--- config.mk ---
export PLATFORM = sky130hd
export DESIGN_NAME = ex_stage
export DESIGN_NICKNAME = d
export VERILOG_FILES = /design/src/rtl/ex_stage.sv
export SDC_FILE = /design/constraint.sdc
export NUM_CORES = 1
export LEC_CHECK = 0
export BUFFER_PORTS_ARGS = -buffer_cell sky130_fd_sc_hd__buf_2
export CAP_MARGIN = 5
export CELL_PAD_IN_SITES_DETAIL_PLACEMENT = 0
export CELL_PAD_IN_SITES_GLOBAL_PLACEMENT = 2
export CORE_MARGIN = 3
export CORE_UTILIZATION = 21
export CTS_CLUSTER_DIAMETER = 30
export DETAILED_ROUTE_END_ITERATION = 7
export GPL_ROUTABILITY_DRIVEN = 1
export PLACE_DENSITY = 0.85
export SYNTH_ARGS = -nofsm -noshare
export SYNTH_HDL_FRONTEND = slang
export SYNTH_SLANG_ARGS = --single-unit
--- constraint.sdc ---
create_clock -name clk -period 1.7 [get_ports clk]
set_input_delay 0.34 -clock clk [delete_from_list [all_inputs] [get_ports clk]]
set_output_delay 0.34 -clock clk [all_outputs]
set_load 0.03 [all_outputs]
--- src/rtl/ex_stage.sv ---
// ---------------------------------------------------------------------------
// ex_stage : single-entry execute pipeline stage.
//
// Holds one instruction between decode/register-read and writeback.  The held
// opcode and operands drive an external combinational 32-bit ALU.  The ALU
// result and flags go downstream under a valid/ready handshake.  The stage
// also owns the architectural NZCV register, evaluates condition codes when an
// instruction is accepted, and forwards the departing result into the operands
// of an instruction entering in the same cycle.
//
// Ports
//   clk, rst            clock (rising edge), synchronous active-high reset
//   flush               discard the held instruction
//   in_valid/in_ready   upstream handshake
//   in_op, in_a, in_b   opcode and register-file / immediate operands
//   in_rs1, in_rs2      source indices used for forwarding
//   in_b_is_reg         b comes from rs2, so it may be forwarded
//   in_rd, in_we        destination index and write enable
//   in_set_flags        instruction updates NZCV
//   in_cond             condition code
//   alu_op/a/b          held opcode and operands to the ALU
//   alu_y, alu_nzcv     ALU result and {N,Z,C,V}
//   out_valid/out_ready downstream handshake
//   out_y, out_nzcv     ALU result and flags passed through
//   out_rd, out_we      held destination, write enable gated by condition
//   flags               architectural NZCV register
// ---------------------------------------------------------------------------
module ex_stage #(
   parameter int XLEN   = 32,
   parameter int REG_W  = 4,
   parameter int FWD_EN = 1
) (
   input  logic             clk,
   input  logic             rst,
   input  logic             flush,
   input  logic             in_valid,
   output logic             in_ready,
   input  logic [7:0]       in_op,
   input  logic [XLEN-1:0]  in_a,
   input  logic [XLEN-1:0]  in_b,
   input  logic [REG_W-1:0] in_rs1,
   input  logic [REG_W-1:0] in_rs2,
   input  logic             in_b_is_reg,
   input  logic [REG_W-1:0] in_rd,
   input  logic             in_we,
   input  logic             in_set_flags,
   input  logic [3:0]       in_cond,
   output logic [7:0]       alu_op,
   output logic [XLEN-1:0]  alu_a,
   output logic [XLEN-1:0]  alu_b,
   input  logic [XLEN-1:0]  alu_y,
   input  logic [3:0]       alu_nzcv,
   output logic             out_valid,
   input  logic             out_ready,
   output logic [XLEN-1:0]  out_y,
   output logic [3:0]       out_nzcv,
   output logic [REG_W-1:0] out_rd,
   output logic             out_we,
   output logic [3:0]       flags
);

   // Condition evaluation against an {N,Z,C,V} vector; codes 9..15 never pass.
   function automatic logic cond_eval(input logic [3:0] cond, input logic [3:0] nzcv);
      logic n, z, c, v;
      {n, z, c, v} = nzcv;
      case (cond)
         4'd0:    return 1'b1;
         4'd1:    return z;
         4'd2:    return !z;
         4'd3:    return c;
         4'd4:    return !c;
         4'd5:    return n;
         4'd6:    return !n;
         4'd7:    return v;
         4'd8:    return !v;
         default: return 1'b0;
      endcase
   endfunction

   logic             vld_p1;
   logic [7:0]       op_p1;
   logic [XLEN-1:0]  a_p1;
   logic [XLEN-1:0]  b_p1;
   logic [REG_W-1:0] rd_p1;
   logic             we_p1;
   logic             sf_p1;
   logic             cp_p1;
   logic [3:0]       flags_q;

   logic             accept;
   logic             depart;
   logic             flag_upd;
   logic             dep_wr;
   logic [3:0]       eff_flags;
   logic             fwd_a;
   logic             fwd_b;
   logic [XLEN-1:0]  a_p0;
   logic [XLEN-1:0]  b_p0;
   logic             cp_p0;

   // ---- stage p0: accept, condition evaluation and operand forwarding ----
   assign in_ready  = !flush && (!vld_p1 || out_ready);
   assign accept    = in_valid && in_ready;
   assign depart    = vld_p1 && out_ready && !flush;
   assign flag_upd  = depart && sf_p1 && cp_p1;
   assign dep_wr    = depart && we_p1 && cp_p1;

   // The entering instruction sees the flags the departing one is writing.
   assign eff_flags = ((FWD_EN != 0) && flag_upd) ? alu_nzcv : flags_q;
   assign cp_p0     = cond_eval(in_cond, eff_flags);

   // r0 is never forwarded; dep_wr already implies a departure this cycle.
   assign fwd_a = (FWD_EN != 0) && dep_wr && (rd_p1 == in_rs1) && (in_rs1 != '0);
   assign fwd_b = (FWD_EN != 0) && dep_wr && in_b_is_reg &&
                  (rd_p1 == in_rs2) && (in_rs2 != '0);
   assign a_p0  = fwd_a ? alu_y : in_a;
   assign b_p0  = fwd_b ? alu_y : in_b;

   always_ff @(posedge clk) begin
      if (rst) begin
         vld_p1  <= 1'b0;
         op_p1   <= '0;
         a_p1    <= '0;
         b_p1    <= '0;
         rd_p1   <= '0;
         we_p1   <= 1'b0;
         sf_p1   <= 1'b0;
         cp_p1   <= 1'b0;
         flags_q <= '0;
      end else begin
         if (flag_upd)
            flags_q <= alu_nzcv;
         if (accept) begin
            vld_p1 <= 1'b1;
            op_p1  <= in_op;
            a_p1   <= a_p0;
            b_p1   <= b_p0;
            rd_p1  <= in_rd;
            we_p1  <= in_we;
            sf_p1  <= in_set_flags;
            cp_p1  <= cp_p0;
         end else if (depart || flush) begin
            vld_p1 <= 1'b0;
         end
      end
   end

   // ---- stage p1: held instruction drives the ALU and the output port ----
   assign alu_op    = op_p1;
   assign alu_a     = a_p1;
   assign alu_b     = b_p1;
   assign out_valid = vld_p1;
   assign out_y     = alu_y;
   assign out_nzcv  = alu_nzcv;
   assign out_rd    = rd_p1;
   assign out_we    = we_p1 && cp_p1;
   assign flags     = flags_q;

endmodule

==> metrics.yaml, run 1 <==
run_status:
  outcome: "finished, violations left"
  violations: "negative setup slack"
logic_synthesis:
  syn_inst: 454
  yosys.area.top_type: "dfxtp_1"
  synth_common_cells: "dfxtp_1, nor2_1, mux2i_1, a211oi_1, buf_4"
  ys_async_sr_fraction_pct: 0
  yosysWarnings: 0
  yosys.area.top_type_share_pct: 40.9
  synth.area.top_cells: "dfxtp_1, mux2i_1, a211oi_1"
  syn-cell-area_um2: 4110
  synthDistinctLibCells: 34
  synth.net_count: 586
  synth_edf_count: 0
  yosysMostFrequentCell: "dfxtp_1"
  synth_area_per_cell_um2: 9.06
  ys_dominant_reg_cell: "dfxtp_1"
  synth_seq_cells: 84
  ys_seq_area_share_pct: 40.9
die:
  initial_utilization_pct: 21.7
  fp-row-count: 50
  die_h_um: 146
  io_pins: 251
  core_um2: 19000
  die_w_um: 146
  dieArea_um2: 21300
final_layout:
  n_antenna_cell: 0
  drive_gt1_share_pct: 50.3
  syn_to_final_growth_pct: 51.2
  layout.nets: 822
routing:
  drt_iter0_drc: 86
  routed-via-count: 3985
  antenna_left: 0
  route.detailed.drc: 0
  routed_via_density: 4.18
  routed_wl_um: 14200
  dr.pass1.iters: 4
  wl_per_cell_um: 14.8
clock_network:
  clkSinkCount: 84
  htreeDepth: 3
  cts_made_buffers: 9
  cts.clk_slew.worst_paths_ns: 0.06
  cts_tree: "yes"
  root_buffer: "clkbuf_16"
  clk_latency_ns: 0.34
  clock_path_buffers: 2
sta:
  max_freq_mhz: 570
  rsz0062_at_grt: "yes"
  drv_slew: 0
  setup_viol: 40
  post-route-worst-setup-slack_ns: -0.0549
  hold_violations: 0
  tightest_slew_ns: 0.465
  period_minus_slack_ns: 1.75
  period_share_pct: 103
  relSlewSlack_pct: 69.0
  fin_skew_ns: 0.00458
worst_setup_path:
  slowest_delay_ns: 0.34
  cp_slowest_cell: "dfxtp_2"
  worstSetupStartpointType: "flip-flop"
  reg2regPathDepth: 8
  cp_top_family: "buffers and inverters"
  r2r_start: "out_rd[3]"
  r2r_setup_slack_ns: -0.05
  cp-end-kind: "flip-flop"
  crit_chain: "buf_6 > xnor2_2 > nand4_2 > nor3_4 > buf_12 > buf_8 > mux2i_2 > a211oi_1"
  critPathBufInv: 3
  path_class: "reg -> reg"
  crit_fanout: 13
  r2r_end: "alu_b[18]"
  worstPathRequired_ns: 1.92
  cp.arrival_ns: 1.97
grt:
  grt.overflow.total: 0
  first_global_vias: 3823
  grt_pass1_wl_um: 21500
  antenna_found_initial: 0
  grtUsageTotal_pct: 12.8
  grt_start_max_net_pins: 47
pwr:
  power_w: 0.00522
  p_per_area_nw_per_um2: 839
  ir_drop_mv: 0.427
  leakage_nw: 2.94
placement:
  gp_congestion: 0.748
  dp_hpwl_um: 10200
  pre_cts_slack_ns: -0.314
  io_buffer_count: 250
worst_hold_path:
  min_from: "in_rd[2]"
  hold_path.class: "in -> reg"
  hold_path_depth: 3
  worstHoldEndpoint: "out_rd[2]"
flow_run:
  drv_cap: 0
-- timing repair --
item / 4_1_cts / 5_1_grt
buffers inserted: 2 / 1
hold buffers: 0 / 0
setup endpoints to repair: 60 / 65
resized for setup: 21 / 20
pin swaps: 28 / 32
gates cloned: 4 / 1
-- worst max-delay path by stage --
stage | to | from | cells past startpoint | slack [ns]
floorplan | alu_a[10] | out_valid | 7 | -0.02
global placement | cp_p1 | flush | 7 | -0.30
detailed placement | cp_p1 | flush | 7 | -0.31
CTS | alu_b[3] | out_rd[2] | 9 | -0.1
global route | alu_b[30] | out_rd[1] | 9 | -0.19
finish | alu_b[18] | out_rd[3] | 8 | -0.05
-- per-layer routing --
metal  GRT usage [%]  vias to the layer above  part of all wire (%)
met2            20.4                      154                    47
met3            4.80                       13                   8.2
met1            16.0                     1785                    44
li1                -                     2033                     -
met4            3.85                        0                   1.4
met5               0                        -                     0
-- through the flow --
stage / TNS, ns / cells / hold WS, ns / util [%] / area, um2
after floorplan: -1.23 / 454 / 0.409 / - / 4160
after global placement: -13.16 / 932 / 0.439 / 29.7 / 5620
after detailed placement: -14.43 / 932 / 0.447 / 29.7 / 5620
after CTS: -2.86 / 953 / 0.201 / 32.3 / 6130
after global routing: -7.00 / 954 / 0.209 / 32.8 / 6220
final: -0.806 / 954 / 0.222 / 32.8 / 6220
-- worst reg2reg max path: cells and delay by family (launching register included) --
family / cells / cell delay [ns]
xor+xnor: 1 / 0.16
compound gates: 1 / 0.09
mux: 1 / 0.26
buf+inv: 3 / 0.47
flops: 1 / 0.34
simple gates: 2 / 0.33
-- final cells by class --
type	count	area [um2]
Clock buffer	12	278
Clock inverter	3	18.8
Fill cell	2046	12700
Inverter	5	18.8
Multi-Input combinational cell	295	2080
Sequential cell	84	1700
Tap cell	260	325
Timing Repair Buffer	295	1800
-- logic make-up after synthesis --
logic type      count (synthesis)  share of synthesized area, %
simple gates                  128                          13.4
mux                            68                          16.9
xor+xnor                        6                          1.64
buf+inv                        75                          11.4
compound gates                 93                          15.9
flops                          84                          40.9
-- cells in the final DEF (no fill, tap or decap), drive strengths merged --
| cell type | n |
|---|---|
| xnor2 | 5 |
| or3b | 1 |
| nor2 | 73 |
| nand3b | 1 |
| nand3 | 1 |
| nor3 | 7 |
| mux4 | 1 |
| clkinv | 3 |
| o2bb2ai | 1 |
| and2 | 2 |
| xor2 | 1 |
| dfxtp | 84 |
| clkbuf | 13 |
| a211oi | 65 |
| nand2 | 33 |
| o21ai | 3 |
| and3 | 1 |
| and3b | 1 |
| or3 | 4 |
| o22ai | 1 |
| nand4 | 1 |
| nor2b | 3 |
| o31a | 1 |
| a31oi | 2 |
| a21oi | 19 |
| mux2i | 67 |
| o32a | 1 |
| buf | 294 |
| inv | 5 |
-- state kept, by name (all words and copies together), names as in the netlist --
name,count
alu_a,32
alu_b,32
alu_op,8
flags,4
out_rd,4
cp_p1,1
out_valid,1
sf_p1,1
we_p1,1
-- where the power goes --
group | switching (W) | internal [W]
clock network | 0.000796 | 0.00115
registers | 0.0000613 | 0.00209
logic | 0.000707 | 0.000414
total | 0.00156 | 0.00365
Power figures use the tool's default switching activity.
==> run 2, diff against run 1 <==
--- a/config.mk
+++ b/config.mk
@@ -14,7 +14,7 @@
 export CTS_CLUSTER_DIAMETER = 30
 export DETAILED_ROUTE_END_ITERATION = 7
 export GPL_ROUTABILITY_DRIVEN = 1
-export PLACE_DENSITY = 0.85
+export PLACE_DENSITY = 0.79
 export SYNTH_ARGS = -nofsm -noshare
 export SYNTH_HDL_FRONTEND = slang
 export SYNTH_SLANG_ARGS = --single-unit
==> run 2 against run 1 <==
  * Total power increased by 1.6%
  * Global-route usage is 0.089 points lower
  * Critical path depth is the same
  * Sequential share of layout area rose by 0.10 points
  * Highest routed layer unchanged
  * The flow still finishes with violations (negative setup slack)
==> metrics.yaml, run 2 (synthesis results as in run 1) <==
run_status:
  outcome: "finished, violations left"  # unchanged
  violations: "negative setup slack"  # unchanged
placement:
  io_buffer_count: 250  # unchanged
  dp_hpwl_um: 10100  # was 10200 um
  gp_congestion: 0.779  # was 0.748
  dp_cells: 917  # was 932
final_layout:
  drive_gt1_share_pct: 50.2  # was 50.3%
  layout.cells.non_filler: 941  # was 954
  most-common-layout-cells: "buf_2, dfxtp_1, nor2_1"  # unchanged
  syn_to_final_growth_pct: 50.5  # was 51.2%
  n_antenna_cell: 0  # unchanged
  layout.nets: 808  # was 822
  final_common_cell: "buf_2"  # unchanged
worst_setup_path:
  slowest_delay_ns: 0.37  # was 0.34 ns
  cp_common_cell: "buf_12"
  cp_slowest_cell: "dfxtp_4"  # was dfxtp_2
  worstSetupStartpointType: "flip-flop"  # unchanged
  r2r_start: "out_rd[1]"  # was out_rd[3]
  cp-end-kind: "flip-flop"  # unchanged
  path_class: "reg -> reg"  # unchanged
  worstPathRequired_ns: 1.92  # about the same
  critPathBufInv: 2  # was 3
  cp.arrival_ns: 1.99  # was 1.97 ns
  cp-startpoint: "out_rd[1]"  # was out_rd[3]
  crit_chain: "xor2_1 > a21oi_2 > nand4_2 > nor3_4 > buf_12 > buf_12 > mux2i_2 > a211oi_1"  # was buf_6 > xnor2_2 > nand4_2 > nor3_4 > buf_12 > buf_8 > mux2i_2 > a211oi_1
  cp_top_family: "flip-flops"  # was buffers and inverters
  crit_fanout: 6  # was 13
sta:
  relSlewSlack_pct: 79.5  # was 69.0%
  fin_skew_ns: 0.00753  # was 0.00458 ns
  max_freq_mhz: 563  # was 570 MHz
  post-route-worst-setup-slack_ns: -0.0755  # was -0.0549 ns
  hold_slack_ns: 0.205  # was 0.222 ns
  period_share_pct: 104  # was 103%
  drv_slew: 0  # unchanged
  period_minus_slack_ns: 1.78  # was 1.75 ns
  hold_violations: 0  # unchanged
  tightest_slew_ns: 0.308  # was 0.465 ns
  rsz0062_at_grt: "yes"  # unchanged
  fin_setup_tns_ns: -1.16  # was -0.806 ns
  setup_viol: 46  # was 40
clock_network:
  root_buffer: "clkbuf_16"  # unchanged
  clk_latency_ns: 0.34  # about the same
  cts_made_buffers: 9  # unchanged
  cts.clk_slew.worst_paths_ns: 0.06  # about the same
  cts_tree: "yes"  # unchanged
  htreeDepth: 3  # unchanged
  clock_path_buffers: 2  # unchanged
  hold_buffers: 0  # unchanged
  clkSinkCount: 84  # unchanged
routing:
  route.detailed.drc: 0  # unchanged
  drt_iter0_drc: 161  # was 86
  wl_per_cell_um: 15.6  # was 14.8 um
  routed_via_density: 4.20  # was 4.18
  routed_wl_um: 14700  # was 14200 um
  dr.pass1.iters: 4  # unchanged
  antenna_left: 0  # unchanged
  routed-via-count: 3948  # was 3985
die:
  dieArea_um2: 21300  # unchanged
  initial_utilization_pct: 21.7  # unchanged
  fp-row-count: 50  # unchanged
  core_um2: 19000  # unchanged
  die_h_um: 146  # unchanged
  die_w_um: 146  # unchanged
  io_pins: 251  # unchanged
grt:
  grtUsageTotal_pct: 12.7  # was 12.8%
  grt.overflow.total: 0  # unchanged
  grt_pass1_wl_um: 21400  # was 21500 um
  first_global_vias: 3693  # was 3823
  antenna_found_initial: 0  # unchanged
  grt_start_max_net_pins: 56  # was 47
worst_hold_path:
  min_from: "flush"  # was in_rd[2]
  hold_path.class: "in -> reg"  # unchanged
pwr:
  ir_drop_mv: 0.429  # was 0.427 mV
  leakage_nw: 2.93  # was 2.94 nW
  p_per_area_nw_per_um2: 856  # was 839 nW/um2
  power_w: 0.00530  # was 0.00522 W
flow_run:
  drv_cap: 0  # unchanged
-- run 2: cell types whose count changed in the layout (fill, tap and decap cells not counted), sizes merged --
cell / before / now
bufinv: 0 / 1
buf: 294 / 278
inv: 5 / 6
clkinvlp: 0 / 1
-- run 2: power by group --
part / internal, W / switching [W]
registers: 0.00209 / 0.0000620
logic: 0.000414 / 0.000714
clock network: 0.00118 / 0.000844
total: 0.00368 / 0.00162
-- run 2: what timing repair did --
| action | CTS | global route |
|---|---|---|
| gates resized for setup | 6 | 31 |
| pin swaps | 32 | 34 |
| buffers inserted | 1 | 0 |
| cloned | 3 | 4 |
| endpoints found under the setup margin | 58 | 65 |
-- run 2: metal layers --
| metal | track usage [%] | share of wire (%) | vias to the layer above |
|---|---|---|---|
| met1 | 15.4 | 43 | 1773 |
| met5 | 0 | 0 | - |
| li1 | - | - | 2018 |
| met2 | 20.9 | 48 | 149 |
| met4 | 2.85 | 0.84 | 0 |
| met3 | 5.48 | 7.8 | 8 |
-- run 2: worst paths after layout --
path	end	slack [ns]	depth (start not counted)
max	alu_b[28]	-0.08	8
min	out_valid	0.20	2
max reg2reg	alu_b[28]	-0.08	8
min reg2reg	alu_op[3]	0.45	2
-- run 2: area by class of cell --
type                    count  area (um2)
inverters                   5        18.8
clock buffers              10         239
repair buffers            281        1720
multi-input cells         295        2130
flip-flops and latches     84        1700
well taps                 260         325
clock inverters             6        61.3
fillers                  2038       12800
-- run 2: through the flow --
step,util (%),setup WS (ns),cell area [um2]
after floorplan,-,-0.0245,4160
after global placement,29.2,-0.270,5530
after detailed placement,29.2,-0.295,5530
after CTS,31.4,-0.0724,5960
after global routing,32.7,-0.129,6190
final,32.7,-0.0755,6190
-- run 2: worst register-to-register path, stage by stage, from the launching register on --
cell,delay (ns)
dfxtp_4,0.37
xor2_1,0.15
a21oi_2,0.11
nand4_2,0.14
nor3_4,0.21
buf_12,0.18
buf_12,0.16
mux2i_2,0.24
a211oi_1,0.09
==> run 3, diff against run 2 <==
--- a/config.mk
+++ b/config.mk
@@ -10,11 +10,11 @@
 export CELL_PAD_IN_SITES_DETAIL_PLACEMENT = 0
 export CELL_PAD_IN_SITES_GLOBAL_PLACEMENT = 2
 export CORE_MARGIN = 3
-export CORE_UTILIZATION = 21
+export CORE_UTILIZATION = 25
 export CTS_CLUSTER_DIAMETER = 30
 export DETAILED_ROUTE_END_ITERATION = 7
-export GPL_ROUTABILITY_DRIVEN = 1
-export PLACE_DENSITY = 0.79
+export GPL_ROUTABILITY_DRIVEN = 0
+export PLACE_DENSITY = 0.87
 export SYNTH_ARGS = -nofsm -noshare
 export SYNTH_HDL_FRONTEND = slang
 export SYNTH_SLANG_ARGS = --single-unit
==> constraint.sdc (replaced) <==
create_clock -name clk -period 2.3 [get_ports clk]
set_input_delay 0.46 -clock clk [delete_from_list [all_inputs] [get_ports clk]]
set_output_delay 0.46 -clock clk [all_outputs]
set_load 0.03 [all_outputs]
==> run 3 against run 2 <==
  * The run now ends clean
  * Setup slack better by 0.42 ns
  * Final cell count is 7.0% lower
  * Count of clock-buffer cells in the layout stayed put
  * Utilization is 2.5 points higher
  * Design area is 9.1% lower
  * Combinational power is 31% lower
  * Flip-flop and latch count stayed put
  * Fmax is 9.1% lower
  * Total power is 26% lower
  * Clock skew is 0.0034 ns higher
  * Critical path type unchanged
  * Highest routed layer unchanged
==> metrics.yaml, run 3 (synthesis results as in run 1) <==
sta:
  fin_setup_tns_ns: 0  # was -1.16 ns
  relSlewSlack_pct: 63.6  # was 79.5%
  fin_skew_ns: 0.0109  # was 0.00753 ns
  tightest_slew_ns: 0.545  # was 0.308 ns
  period_share_pct: 84.9  # was 104%
  rsz0062_at_grt: "no"  # was yes
  setup_viol: 0  # was 46
  hold_slack_ns: 0.314  # was 0.205 ns
  max_freq_mhz: 512  # was 563 MHz
  period_minus_slack_ns: 1.95  # was 1.78 ns
  drv_slew: 0  # unchanged
  hold_violations: 0  # unchanged
grt:
  first_global_vias: 3795  # was 3693
  grt_start_max_net_pins: 67  # was 56
  grtUsageTotal_pct: 13.8  # was 12.7%
  grt.overflow.total: 0  # unchanged
  antenna_found_initial: 0  # unchanged
  grt_pass1_wl_um: 19800  # was 21400 um
die:
  dieArea_um2: 18000  # was 21300 um2
  initial_utilization_pct: 25.7  # was 21.7%
  fp-row-count: 46  # was 50
  die_h_um: 134  # was 146 um
  die_w_um: 134  # was 146 um
  io_pins: 251  # unchanged
  core_um2: 16000  # was 19000 um2
placement:
  placed_cell_area_um2: 5310  # was 5530 um2
  io_buffer_count: 250  # unchanged
  dp_hpwl_um: 9740  # was 10100 um
pwr:
  p_comb_share_pct: 19.9  # was 21.3%
  switching_share_pct: 29.5  # was 30.6%
  pwr-share-clk_pct: 39.6  # was 38.1%
  p_int_w: 0.00277  # was 0.00368 W
  p_sw_w: 0.00116  # was 0.00162 W
  leakage_nw: 2.70  # was 2.93 nW
  ir_drop_mv: 0.421  # was 0.429 mV
  seqPwrFrac_pct: 40.5  # was 40.6%
  power_w: 0.00394  # was 0.00530 W
  p_per_area_nw_per_um2: 700  # was 856 nW/um2
final_layout:
  layout.nets: 786  # was 808
  most-common-layout-cells: "buf_2, dfxtp_1, nor2_1"  # unchanged
  n_antenna_cell: 0  # unchanged
  syn_to_final_growth_pct: 36.8  # was 50.5%
  final_common_cell: "buf_2"  # unchanged
  nFillCells: 1726  # was 2038
  drive_gt1_share_pct: 43.1  # was 50.2%
  postLayoutCellArea_um2: 5620  # was 6190 um2
clock_network:
  cts_tree: "yes"  # unchanged
  cts_setup_buffers: 0  # was 1
  htreeDepth: 3  # unchanged
  root_buffer: "clkbuf_16"  # unchanged
  cts.repair.resized: 0  # was 6
  cts_made_buffers: 9  # unchanged
  hold_buffers: 0  # unchanged
  cts.clk_slew.worst_paths_ns: 0.06  # about the same
  clock_path_buffers: 2  # unchanged
  clk_latency_ns: 0.35  # was 0.34 ns
  clkSinkCount: 84  # unchanged
routing:
  routed_via_density: 4.47  # was 4.20
  dr.pass1.iters: 4  # unchanged
  route.detailed.drc: 0  # unchanged
  routed-via-count: 3908  # was 3948
  wl_per_cell_um: 14.6  # was 15.6 um
  antenna_left: 0  # unchanged
  routed_wl_um: 12800  # was 14700 um
  drt_iter0_drc: 113  # was 161
worst_setup_path:
  slowest_delay_ns: 0.49  # was 0.37 ns
  cp_top_family: "simple AND/OR/NAND/NOR gates"  # was flip-flops
  cp_slowest_cell: "or3_2"  # was dfxtp_4
  crit_fanout: 32  # was 6
  worstSetupStartpointType: "flip-flop"  # unchanged
  critPathBufInv: 1  # was 2
  worstPathRequired_ns: 2.54  # was 1.92 ns
  cp-end-kind: "flip-flop"  # unchanged
  crit_chain: "nor3_1 > nor3_1 > a21oi_1 > or3_2 > buf_12 > mux2i_1 > a211oi_1"  # was xor2_1 > a21oi_2 > nand4_2 > nor3_4 > buf_12 > buf_12 > mux2i_2 > a211oi_1
  cp.arrival_ns: 2.20  # was 1.99 ns
  path_class: "reg -> reg"  # unchanged
  cp_common_cell: "nor3_1"  # was buf_12
flow_run:
  drv_cap: 0  # unchanged
run_status:
  outcome: "finished clean"  # was finished, violations left
worst_hold_path:
  hold_path.class: "in -> reg"  # unchanged
run 3: cell types whose count changed in the layout (fill, tap and decap cells not counted), sizes merged:
cell	previous run	this run
inv	6	5
clkbuf	13	10
clkinv	3	2
clkinvlp	1	2
bufinv	1	2
buf	278	259
run 3: layout make-up:
type	count	area, um2	area share, %
Tap cell	216	270	4.81
Timing Repair Buffer	259	1370	24.3
Clock buffer	10	229	4.07
Inverter	5	18.8	0.334
Clock inverter	6	88.8	1.58
Multi-Input combinational cell	295	1970	35.0
Sequential cell	84	1680	29.9
run 3: final timing paths:
kind | startpoint | to | slack, ns | cells past startpoint
setup / recovery | out_rd[2] | alu_a[10] | 0.35 | 7
hold / removal | flush | out_valid | 0.31 | 2
setup reg to reg | out_rd[2] | alu_a[10] | 0.35 | 7
hold reg to reg | alu_op[0] | alu_op[0] | 0.45 | 2
run 3: worst reg2reg max path, stage by stage, from the launching register on:
cell      delay (ns)
dfxtp_1         0.47
nor3_1          0.07
nor3_1          0.13
a21oi_1         0.06
or3_2           0.49
buf_12          0.22
mux2i_1         0.16
a211oi_1        0.25
run 3: routing by layer:
| layer | global-route usage, % | wire length (um) | vias to the layer above | share of wire [%] |
|---|---|---|---|---|
| met4 | 4.36 | 155 | 0 | 1.2 |
| met2 | 22.4 | 6010 | 176 | 47 |
| met5 | 0 | 0 | - | 0 |
| li1 | - | - | 1979 | - |
| met1 | 16.9 | 5420 | 1741 | 42 |
| met3 | 5.18 | 1210 | 12 | 9.4 |
run 3: stage by stage:
| stage | setup slack (ns) | instances | util, % |
|---|---|---|---|
| after floorplan | 0.204 | 454 | - |
| after global placement | 0.189 | 859 | 33.2 |
| after detailed placement | 0.112 | 859 | 33.2 |
| after CTS | 0.332 | 875 | 35.2 |
| after global routing | 0.162 | 875 | 35.2 |
| final | 0.348 | 875 | 35.2 |
run 3: power groups by stage:
stage	combinational (W)	clock (W)	sequential, W
floorplan	0.000344	0	0.00179
global placement	0.000784	0	0.00162
detailed placement	0.000791	0	0.00163
CTS	0.000792	0.00163	0.00159
global route	0.000847	0.00170	0.00160
finish	0.000782	0.00156	0.00159
